<file path="config.mk">
export PLATFORM = sky130hd
export DESIGN_NAME = demux_scan_driver
export DESIGN_NICKNAME = d
export VERILOG_FILES = /design/src/rtl/demux_scan_driver.sv
export SDC_FILE = /design/constraint.sdc
export NUM_CORES = 1
export LEC_CHECK = 0
export CELL_PAD_IN_SITES_DETAIL_PLACEMENT = 1
export CELL_PAD_IN_SITES_GLOBAL_PLACEMENT = 1
export CORE_MARGIN = 5
export CORE_UTILIZATION = 39
export DETAILED_ROUTE_END_ITERATION = 7
export GPL_TIMING_DRIVEN = 0
export MAX_ROUTING_LAYER = met4
export PLACE_DENSITY = 0.92
export SLEW_MARGIN = 0
export SYNTH_ARGS = -nofsm -noshare
export SYNTH_HDL_FRONTEND = slang
export SYNTH_SLANG_ARGS = --single-unit
</file>
<file path="constraint.sdc">
create_clock -name clk -period 5.02 [get_ports clk]
set_clock_uncertainty 0.05 [all_clocks]
set_input_delay 1.004 -clock clk [delete_from_list [all_inputs] [get_ports clk]]
set_output_delay 1.004 -clock clk [all_outputs]
set_load 0.005 [all_outputs]
</file>
<file path="src/rtl/demux_scan_driver.sv">
// demux_scan_driver: accepts a 16-bit frame over valid/ready and walks a
// 1-to-16 demux select through every channel, driving the matching frame
// bit with the active-low enable asserted, then pulses done for one cycle.
// Optional feature macro: DEMUX_SCAN_MASK_EN (adds in_mask; masked channels
// are skipped and consume no cycles).
module demux_scan_driver #(
    parameter int unsigned DWELL     = 1,
    parameter bit          LSB_FIRST = 1'b1
) (
    input  logic        clk,
    input  logic        rst,
    input  logic        in_valid,
    output logic        in_ready,
    input  logic [15:0] in_data,
`ifdef DEMUX_SCAN_MASK_EN
    input  logic [15:0] in_mask,
`endif
    output logic        e,
    output logic        i,
    output logic [3:0]  s,
    output logic        busy,
    output logic        done
);

    localparam int unsigned CW = $clog2(DWELL + 1);

    typedef enum logic [1:0] {
        ST_IDLE = 2'd0,
        ST_SCAN = 2'd1,
        ST_DONE = 2'd2
    } state_t;

    state_t          state_q, state_d;
    logic [15:0]     frame_q, frame_d;
    logic [15:0]     skip_q, skip_d;
    logic [CW-1:0]   dwell_q, dwell_d;
    logic            e_q, e_d;
    logic            i_q, i_d;
    logic [3:0]      s_q, s_d;
    logic            busy_q, busy_d;
    logic            done_q, done_d;

    logic [15:0]     in_skip_c;
    logic [4:0]      first_c;
    logic [4:0]      next_c;

    // Scan position <-> channel number; the mapping is its own inverse.
    function automatic logic [3:0] pos2ch(input logic [3:0] p);
        return LSB_FIRST ? p : (4'd15 - p);
    endfunction

    // First non-skipped channel at scan position >= start; bit 4 = found.
    function automatic logic [4:0] find_ch(input logic [15:0] skip, input logic [4:0] start);
        logic [4:0] r;
        r = 5'd0;
        for (int p = 15; p >= 0; p--) begin
            if ((5'(p) >= start) && !skip[pos2ch(4'(p))]) begin
                r = {1'b1, pos2ch(4'(p))};
            end
        end
        return r;
    endfunction

`ifdef DEMUX_SCAN_MASK_EN
    assign in_skip_c = in_mask;
`else
    assign in_skip_c = 16'h0000;
`endif

    assign first_c  = find_ch(in_skip_c, 5'd0);
    assign next_c   = find_ch(skip_q, {1'b0, pos2ch(s_q)} + 5'd1);

    assign in_ready = (state_q == ST_IDLE);
    assign e        = e_q;
    assign i        = i_q;
    assign s        = s_q;
    assign busy     = busy_q;
    assign done     = done_q;

    // State and output registers with synchronous reset.
    always_ff @(posedge clk) begin
        if (rst) begin
            state_q <= ST_IDLE;
            frame_q <= 16'h0000;
            skip_q  <= 16'h0000;
            dwell_q <= '0;
            e_q     <= 1'b1;
            i_q     <= 1'b0;
            s_q     <= 4'd0;
            busy_q  <= 1'b0;
            done_q  <= 1'b0;
        end else begin
            state_q <= state_d;
            frame_q <= frame_d;
            skip_q  <= skip_d;
            dwell_q <= dwell_d;
            e_q     <= e_d;
            i_q     <= i_d;
            s_q     <= s_d;
            busy_q  <= busy_d;
            done_q  <= done_d;
        end
    end

    // Next-state and next-output decode.
    always_comb begin
        state_d = state_q;
        frame_d = frame_q;
        skip_d  = skip_q;
        dwell_d = dwell_q;
        e_d     = e_q;
        i_d     = i_q;
        s_d     = s_q;
        busy_d  = busy_q;
        done_d  = 1'b0;

        unique case (state_q)
            ST_IDLE: begin
                e_d    = 1'b1;
                i_d    = 1'b0;
                s_d    = 4'd0;
                busy_d = 1'b0;
                if (in_valid) begin
                    frame_d = in_data;
                    skip_d  = in_skip_c;
                    busy_d  = 1'b1;
                    if (first_c[4]) begin
                        state_d = ST_SCAN;
                        s_d     = first_c[3:0];
                        i_d     = in_data[first_c[3:0]];
                        e_d     = 1'b0;
                        dwell_d = CW'(1);
                    end else begin
                        // Every channel masked: nothing to scan.
                        state_d = ST_DONE;
                        done_d  = 1'b1;
                    end
                end
            end

            ST_SCAN: begin
                if (dwell_q == CW'(DWELL)) begin
                    if (next_c[4]) begin
                        s_d     = next_c[3:0];
                        i_d     = frame_q[next_c[3:0]];
                        dwell_d = CW'(1);
                    end else begin
                        state_d = ST_DONE;
                        e_d     = 1'b1;
                        i_d     = 1'b0;
                        s_d     = 4'd0;
                        done_d  = 1'b1;
                    end
                end else begin
                    dwell_d = dwell_q + CW'(1);
                end
            end

            ST_DONE: begin
                state_d = ST_IDLE;
                e_d     = 1'b1;
                i_d     = 1'b0;
                s_d     = 4'd0;
                busy_d  = 1'b0;
            end

            default: begin
                state_d = ST_IDLE;
                e_d     = 1'b1;
                i_d     = 1'b0;
                s_d     = 4'd0;
                busy_d  = 1'b0;
            end
        endcase
    end

endmodule

</file>
==> out/metrics.yaml <==
layout:
  syn2layout_area_growth_pct: 26.6
  multi_input_area_um2: 687
  finalNetCount: 201
  fillers: 401
  drive_above_1_share_pct: 12.3
  seqCellArea_um2: 541
  n_antenna_cell: 0
global_route:
  grt.total_usage_pct: 17.5
  grt_pass1_wl_um: 5780
  antenna_found_initial: 0
  overflow: 0
  grt_pass1_vias: 1255
  grt_max_degree: 16
synth:
  ys_seq_elements: 27
  syn_avg_cell_area_um2: 8.70
  synth_cell_types: 39
  synth_compound_area_share_pct: 18.8
  syn_nets: 170
  synth_area_mm2: 0.00130
  synth_top_family_by_area: "simple AND/OR/NAND/NOR gates"
  ys_seq_area_share_pct: 41.7
  synth-xor-area-share_pct: 1.35
  syn_inst: 149
  synth_warnings: 0
  synthSimpleGateAreaFrac_pct: 22.7
  synthMuxAreaShare_pct: 8.20
  yosys.area_share.adder_pct: 1.93
  synth_flop_cell: "dfxtp_1"
  synth_edf_count: 0
  synthArstFlopShare_pct: 0
clock_tree:
  htree_levels: 1
  cts_tree: "yes"
  cts_buffers: 3
  clkLatencyLatePin_ps: 330
  hold_buffers: 0
  cts_root_buf: "clkbuf_4"
  clk_path_buf_depth: 2
  postCtsSetupBuffers: 0
  clk_pin_slew_ps: 140
  clkSinkCount: 27
  cts_resized: 0
worst_setup_path:
  cpPeakStageDelay_ps: 580
  end_kind: "output port"
  worstPathCellList: "clkdlybuf4s50_1"
  crit_fanout: 9
  worst-r2r-setup-slack_ps: 2830
  cp-startpoint: "s[0]$_SDFFE_PP0P_"
  crit_family: "buffers and inverters"
  required_ps: 3970
  rr_worst_depth: 5
  worstSetupPathType: "register to output port"
  rr_startpoint: "s[0]$_SDFFE_PP0P_"
  cp_slowest_cell: "clkdlybuf4s50_1"
  cp.arrival_ps: 1470
  cp.depth: 1
  endpoint: "s[0]"
  r2r-end: "i$_SDFFE_PP0P_"
  start_kind: "register"
  crit_buf_inv: 1
timing:
  hold_viol_final: 0
  slew_viol_final: 0
  timing.final.crit_share_pct: 50.2
  hold_ws_ps: 418
  setup_viol: 0
  max_freq_mhz: 397
  period_needed_ps: 2520
  tns_ps: 0
  worst_pin_slew_ps: 440
  max_slew_margin_pct: 70.5
  rsz0062_at_grt: "false"
  post-route-worst-setup-slack_ps: 2500
placement:
  hpwl_um: 2600
  port_buffers: 26
  gp_congestion: 0.866
  pre_cts_slack_ps: 2310
power_and_ir_drop:
  total_power_mw: 0.390
  power.density_mw_per_mm2: 237
  p_leak_nw: 0.622
  ir_drop_mv: 0.118
floorplanning:
  num_io_pins: 28
  fp.dieW_um: 67.7
  rows: 21
  dieArea_mm2: 0.00458
  dieHeight_um: 67.7
  start_util_pct: 39.5
  core-area_mm2: 0.00328
routing:
  viasPerCell: 5.07
  wl_per_cell_um: 14.9
  vias: 1141
  antenna_left: 0
  dr.first_iter.drc_count: 89
  first_pass_iters: 4
  wirelength_um: 3350
  route.detailed.drc: 0
flow_run:
  cap_violations: 0
hold_path:
  min_path_type: "register to register"
outcome:
  outcome: "complete, no violations"
[cell usage after synthesis (2+ instances only)]
master | count | area [um2]
clkbuf_1 | 2 | 7.51
o21ai_0 | 2 | 10.0
buf_2 | 4 | 20.0
nand3b_1 | 4 | 30.0
nor2b_1 | 2 | 12.5
buf_6 | 2 | 22.5
ha_1 | 2 | 25.0
nand2_1 | 37 | 139
nor2_1 | 15 | 56.3
inv_1 | 2 | 7.51
a21boi_0 | 4 | 30.0
mux2i_1 | 2 | 20.0
mux4_1 | 2 | 52.6
dfxtp_1 | 27 | 541
a21oi_1 | 16 | 80.1
a31oi_1 | 2 | 12.5
a211oi_1 | 2 | 15.0
[cell usage in the layout (no fill, tap or decap), types with 2 or more instances in the layout]
master / count
nand3b_1: 4
buf_2: 4
ha_1: 2
mux4_1: 2
o21ai_0: 2
clkbuf_1: 2
clkbuf_4: 3
buf_6: 2
a21oi_1: 16
nand2_1: 37
a21boi_0: 4
inv_1: 2
clkdlybuf4s50_1: 26
a31oi_1: 2
a211oi_1: 2
dfxtp_1: 27
nor2_1: 15
mux2i_1: 2
nor2b_1: 2
[registers in the layout, indices dropped and copies added (netlist names)]
name	cells
busy	1
done	1
dwell_q	1
e	1
frame_q	16
i	1
s	4
state_q	2
[metal layers]
layer,global-route usage (%),up-vias,part of all wire [%]
li1,-,567,-
met1,19.1,550,42
met2,32.2,19,54
met3,0.998,5,2.2
met4,8.10,0,1.9
met5,-,-,0
[cells by family after synthesis]
family	Yosys count
XOR/XNOR	2
buffers and inverters	12
flip-flops	27
AND/OR/NAND/NOR	66
multiplexers	6
AO/OA/AOI/OAI	34
adder cells (fa/ha/maj)	2
[through the flow]
| stage | utilization (%) | instance area [um2] | cells |
|---|---|---|---|
| after detailed placement | 49.1 | 1610 | 221 |
| after floorplan | - | 1300 | 149 |
| after CTS | 50.0 | 1640 | 225 |
| after global placement | 49.1 | 1610 | 221 |
| final | 50.0 | 1640 | 225 |
| after global routing | 50.0 | 1640 | 225 |
[power breakdown]
part           leakage (nW)  internal (mW)  switching [mW]
sequential            0.221          0.225         0.00679
clock                0.0177         0.0300          0.0657
combinational         0.383         0.0334          0.0291
[worst min path at each step]
stage	from	to	slack [ps]	cells past startpoint
after floorplan	frame_q[15]$_SDFFE_PP0P_	frame_q[15]$_SDFFE_PP0P_	380	2
after global placement	frame_q[12]$_SDFFE_PP0P_	frame_q[12]$_SDFFE_PP0P_	390	2
after detailed placement	frame_q[8]$_SDFFE_PP0P_	frame_q[8]$_SDFFE_PP0P_	400	2
after CTS	frame_q[8]$_SDFFE_PP0P_	frame_q[8]$_SDFFE_PP0P_	420	2
after global routing	frame_q[12]$_SDFFE_PP0P_	frame_q[12]$_SDFFE_PP0P_	440	2
final	frame_q[13]$_SDFFE_PP0P_	frame_q[13]$_SDFFE_PP0P_	420	2
[final cells by class]
class / count / area share, %
repair buffers: 26 / 15.9
multi-input cells: 110 / 41.8
well taps: 46 / 3.51
clock inverters: 1 / 0.305
plain buffers: 9 / 3.51
clock buffers: 3 / 1.37
flip-flops and latches: 27 / 32.9
inverters: 3 / 0.686
[tightest hold or removal path, cell delays in order, from the launching register on]
cell     delay [ps]
dfxtp_1         340
nand2_1          50
a21oi_1          50
(Power assumes the default switching activity.)
